`config.mk`:
```
export PLATFORM = sky130hd
export DESIGN_NAME = iot_zone_monitor
export DESIGN_NICKNAME = d
export VERILOG_FILES = /design/src/rtl/iot_zone_monitor.sv
export SDC_FILE = /design/constraint.sdc
export NUM_CORES = 1
export LEC_CHECK = 0
export CAP_MARGIN = 20
export CORE_ASPECT_RATIO = 0.75
export CORE_UTILIZATION = 59
export CTS_CLUSTER_SIZE = 24
export DETAILED_ROUTE_END_ITERATION = 12
export HOLD_SLACK_MARGIN = 0.15
export PLACE_DENSITY = 0.86
export SYNTH_ARGS = -nofsm -noshare
export SYNTH_HDL_FRONTEND = slang
export SYNTH_SLANG_ARGS = --single-unit
```
`constraint.sdc`:
```
create_clock -name clk -period 10.05 [get_ports clk]
set_input_delay 2.01 -clock clk [delete_from_list [all_inputs] [get_ports clk]]
set_output_delay 2.01 -clock clk [all_outputs]
set_load 0.05 [all_outputs]
```
`src/rtl/iot_zone_monitor.sv`:
```
// ---------------------------------------------------------------------------
// iot_zone_monitor
//   Multi-zone active IoT device monitor. Each zone keeps an up/down device
//   counter (wrap-around or saturating), a sticky boundary flag and a
//   per-zone synchronous clear. A registered aggregate total across all zones
//   drives an occupancy alarm with hysteresis.
//
// Ports
//   clk          in   1               system clock, rising edge
//   rst          in   1               synchronous reset, active low
//   change       in   N_ZONES         per-zone count enable
//   on_off       in   N_ZONES         per-zone direction (1 = up, 0 = down)
//   clr_zone     in   N_ZONES         per-zone clear of counter and flag
//   zone_count   out  N_ZONES*WIDTH   packed counters, zone i at [i*WIDTH +: WIDTH]
//   total_count  out  TW              sum of all zone counters
//   ev_flag      out  N_ZONES         sticky per-zone boundary flag
//   alarm        out  1               hysteretic occupancy alarm
// ---------------------------------------------------------------------------
module iot_zone_monitor #(
  parameter int unsigned N_ZONES   = 4,
  parameter int unsigned WIDTH     = 8,
  parameter int unsigned SATURATE  = 0,
  parameter int unsigned HI_THRESH = 600,
  parameter int unsigned LO_THRESH = 500
) (
  input  logic                                   clk,
  input  logic                                   rst,
  input  logic [N_ZONES-1:0]                     change,
  input  logic [N_ZONES-1:0]                     on_off,
  input  logic [N_ZONES-1:0]                     clr_zone,
  output logic [N_ZONES*WIDTH-1:0]               zone_count,
  output logic [WIDTH+$clog2(N_ZONES)-1:0]       total_count,
  output logic [N_ZONES-1:0]                     ev_flag,
  output logic                                   alarm
);

  localparam int unsigned TW = WIDTH + $clog2(N_ZONES);

  localparam logic [TW-1:0]    HI_T    = TW'(HI_THRESH);
  localparam logic [TW-1:0]    LO_T    = TW'(LO_THRESH);
  localparam logic [WIDTH-1:0] ONE     = WIDTH'(1);
  localparam logic [WIDTH-1:0] CNT_MAX = '1;

  localparam logic [0:0] ST_IDLE  = 1'b0;
  localparam logic [0:0] ST_ALARM = 1'b1;

  logic [WIDTH-1:0]   cnt_q    [N_ZONES];
  logic [WIDTH-1:0]   cnt_next [N_ZONES];
  logic [N_ZONES-1:0] ev_q;
  logic [N_ZONES-1:0] ev_next;
  logic [TW-1:0]      total_q;
  logic [TW-1:0]      total_next;
  logic [0:0]         state_q;
  logic [0:0]         state_next;

  // Per-zone next state (clear > change > hold) and the aggregate of the
  // next-state values, so the registered total lines up with zone_count.
  always_comb begin
    cnt_next   = cnt_q;
    ev_next    = ev_q;
    total_next = '0;
    for (int unsigned i = 0; i < N_ZONES; i++) begin
      if (clr_zone[i]) begin
        cnt_next[i] = '0;
        ev_next[i]  = 1'b0;
      end else if (change[i]) begin
        if (on_off[i]) begin
          if (cnt_q[i] == CNT_MAX) begin
            ev_next[i]  = 1'b1;
            cnt_next[i] = (SATURATE != 0) ? CNT_MAX : '0;
          end else begin
            cnt_next[i] = cnt_q[i] + ONE;
          end
        end else begin
          if (cnt_q[i] == '0) begin
            ev_next[i]  = 1'b1;
            cnt_next[i] = (SATURATE != 0) ? '0 : CNT_MAX;
          end else begin
            cnt_next[i] = cnt_q[i] - ONE;
          end
        end
      end
      total_next = total_next + TW'(cnt_next[i]);
    end
  end

  // Alarm hysteresis works on the registered total, giving one cycle of
  // latency after the qualifying total becomes visible.
  always_comb begin
    state_next = state_q;
    case (state_q)
      ST_IDLE:  if (total_q >= HI_T) state_next = ST_ALARM;
      ST_ALARM: if (total_q <= LO_T) state_next = ST_IDLE;
      default:  state_next = ST_IDLE;
    endcase
  end

  always_ff @(posedge clk) begin
    if (!rst) begin
      for (int unsigned i = 0; i < N_ZONES; i++) begin
        cnt_q[i] <= '0;
      end
      ev_q    <= '0;
      total_q <= '0;
      state_q <= ST_IDLE;
    end else begin
      cnt_q   <= cnt_next;
      ev_q    <= ev_next;
      total_q <= total_next;
      state_q <= state_next;
    end
  end

  always_comb begin
    zone_count = '0;
    for (int unsigned i = 0; i < N_ZONES; i++) begin
      zone_count[i*WIDTH +: WIDTH] = cnt_q[i];
    end
  end

  assign total_count = total_q;
  assign ev_flag     = ev_q;
  assign alarm       = (state_q == ST_ALARM);

endmodule

```
==> reports/results.tsv <==
metric	value	unit
die_x	96.29	um
drv_slew	0	
dieArea	7001	um^2
synthCells	508	
min_period_over_period	59.14	%
hold_viol	0	
cp-start-kind	input pin	
layout.nets	594	
power.internal	358.1	uW
p_clk_share	21.2	%
yosys_warnings	0	
cp_max_fo	15	
cts_tree	built	
grt_pass1_vias	3467	
drive_gt1_share	6.055	%
setup.worst_path.start	on_off[2]	
wl_per_cell	17.10	um
postRouteAntennaNets	0	
syn_area	3934	um^2
post-route-drc-count	0	
grt_max_degree	17	
maxCapViolations	0	
antenna_found_initial	0	
rows	25	
slew-limit-headroom	58.88	%
crit_type	in2reg	
drt-vias-per-instance	6.358	
dp.cells	618	
rsz0062_at_grt	false	
r2r_slack	5.56	ns
final_common_cell	nor2_1	
instances_no_fill	626	
holdCritPathClass	reg2reg	
grt_use_total	31.73	%
async_reset_ff_share	0	%
n_antenna_cell	0	
coreArea	6381	um^2
clk_pin_slew	0.08	ns
crit_required	10.30	ns
postCtsSetupBuffers	0	
synth.distinct_cells	64	
synth_nets	558	
clk_latency	0.30	ns
finalSetupViolCount	0	
finalCriticalPeriod	5.944	ns
gp_congestion	1.001	
power_frac_seq	37.2	%
synth_top_cell_area_share	23.92	%
irDropWorstVdd	0.00006169	V
wirelength	10710	um
worstSetupEndpointType	flip-flop	
fmax	168.2	MHz
ctsLongestPathBuffers	2	
mostFrequentLayoutCells	nor2_1 (69), clkdlybuf4s50_1 (60), dfxtp_1 (47), inv_1 (33), nand2_1 (29)	
cts-root-buf	clkbuf_8	
die_h	72.72	um
vias	3980	
tightest_slew	0.6149	ns
finalSetupTns	0	ns
power-per-cell-area	128.7	nW/um^2
yosysSeqAreaShare	23.92	%
io_pins	61	
drt_iter0_drc	331	
r2r_end	total_count[7]	
p_leak	0.001820	uW
firstDrtPassIters	5	
switching_share	39.68	%
power_frac_comb	41.7	%
syn2layout_area_growth	17.24	%
cts.sinks	47	
grt_overflow	0	
arrival	6.19	ns
cts.repair.resized	0	
cts_buffers	5	
skew	0.004831	ns
ys_top_cells_by_area	dfxtp_1 (24%), fa_1 (8.1%), nor2_1 (6.6%)	
grt_first_pass_wirelength	17150	um
whs	0.4890	ns
htreeDepth	2	
portBuffers	60	
synth_edf_count	0	
r2r-start	zone_count[16]	
initial_core_util	61.65	%
crit_path_end	total_count[7]	
reg2reg_depth	14	
ys_ff_latch	47	
status	finished, final reports clean	
avgSynthCellArea	7.744	um^2
hpwlAfterDp	8061	um
ys.flop_type	dfxtp_1	
yosysTopAreaCell	dfxtp_1	
switchingPower	235.6	uW
ctsHoldBuffers	0	
[cells by family after synthesis]
logic type,count (synthesis),synth area share [%]
multiplexers,10,2.576
AND/OR/NAND/NOR,223,29.74
XOR/XNOR,12,2.672
adder cells (fa/ha/maj),36,14.50
AO/OA/AOI/OAI,116,20.29
flip-flops,47,23.92
buffers and inverters,64,6.298
[metal layers]
layer  part of all wire [%]  up-vias  global-route usage [%]
li1                       -     1890                       -
met1                     45     1866                   46.27
met2                     43      206                   46.73
met3                    9.9       18                   7.813
met4                    1.4        0                   8.292
met5                      0        -                       0
[power by group through the flow]
stage / clock network [uW] / registers, uW / logic [uW]
CTS: 127 / 220 / 244
global placement: 0 / 223 / 233
finish: 126 / 221 / 247
floorplan: 0 / 266 / 129
detailed placement: 0 / 224 / 241
global route: 135 / 223 / 267
[worst max-delay path, stage by stage]
cell and delay, ns:
clkdlybuf4s50_1 0.68, nand2b_1 0.23, nand4b_1 0.12, o211ai_1 0.13, a22oi_1 0.12, or2_2 0.32, fa_1 0.54, inv_1 0.06
fa_1 0.50, fa_1 0.48, a21oi_1 0.21, o21ai_0 0.16, o21a_1 0.22, o21ai_0 0.22, o211a_1 0.18
[Yosys cell counts, types with 4 or more instances]
library cell / instances
ha_1: 20
inv_1: 33
xor2_1: 7
nand2_1: 29
a31o_2: 5
fa_1: 16
clkbuf_1: 23
o21a_1: 7
mux2i_1: 9
o211ai_1: 7
a31oi_1: 9
a21oi_1: 23
buf_1: 4
o21ai_0: 21
or3_1: 9
dfxtp_1: 47
nor2b_1: 8
and3_1: 5
nand4_1: 11
nand2b_1: 8
nor3_1: 18
xnor2_1: 5
nor2_1: 69
and2_1: 6
or2_2: 12
a21o_1: 4
nor4_1: 8
nor3b_1: 4
o22ai_1: 9
nand3_1: 20
[final cells by class]
| cell class | instances | area [um^2] |
|---|---|---|
| multi-input cells | 397 | 2745 |
| fillers | 530 | 1769 |
| repair buffers | 60 | 600.6 |
| inverters | 33 | 123.9 |
| well taps | 81 | 101.3 |
| clock buffers | 8 | 100.1 |
| flip-flops and latches | 47 | 940.9 |
[worst min path at each step]
stage | startpoint | end | cells past startpoint
global placement | ev_flag[2] | ev_flag[2] | 2
finish | ev_flag[2] | ev_flag[2] | 2
global route | ev_flag[2] | ev_flag[2] | 2
CTS | ev_flag[3] | ev_flag[3] | 2
detailed placement | ev_flag[2] | ev_flag[2] | 2
floorplan | total_count[9] | alarm | 2
[flip-flops by register name (all words and copies together) (netlist names)]
name	cells
alarm	1
ev_flag	4
total_count	10
zone_count	32
[per-stage QoR]
step	worst slack [ns]	util [%]	total power, uW	cell area, um^2
final	4.106	72.27	593.7	4612
after global routing	3.909	72.27	625.1	4612
after CTS	4.178	72.27	590.6	4612
after detailed placement	3.895	70.71	465.5	4512
after global placement	4.025	70.71	456.6	4512
after floorplan	4.687	-	395.0	3934
No activity file was read; power rests on OpenSTA's default activity.
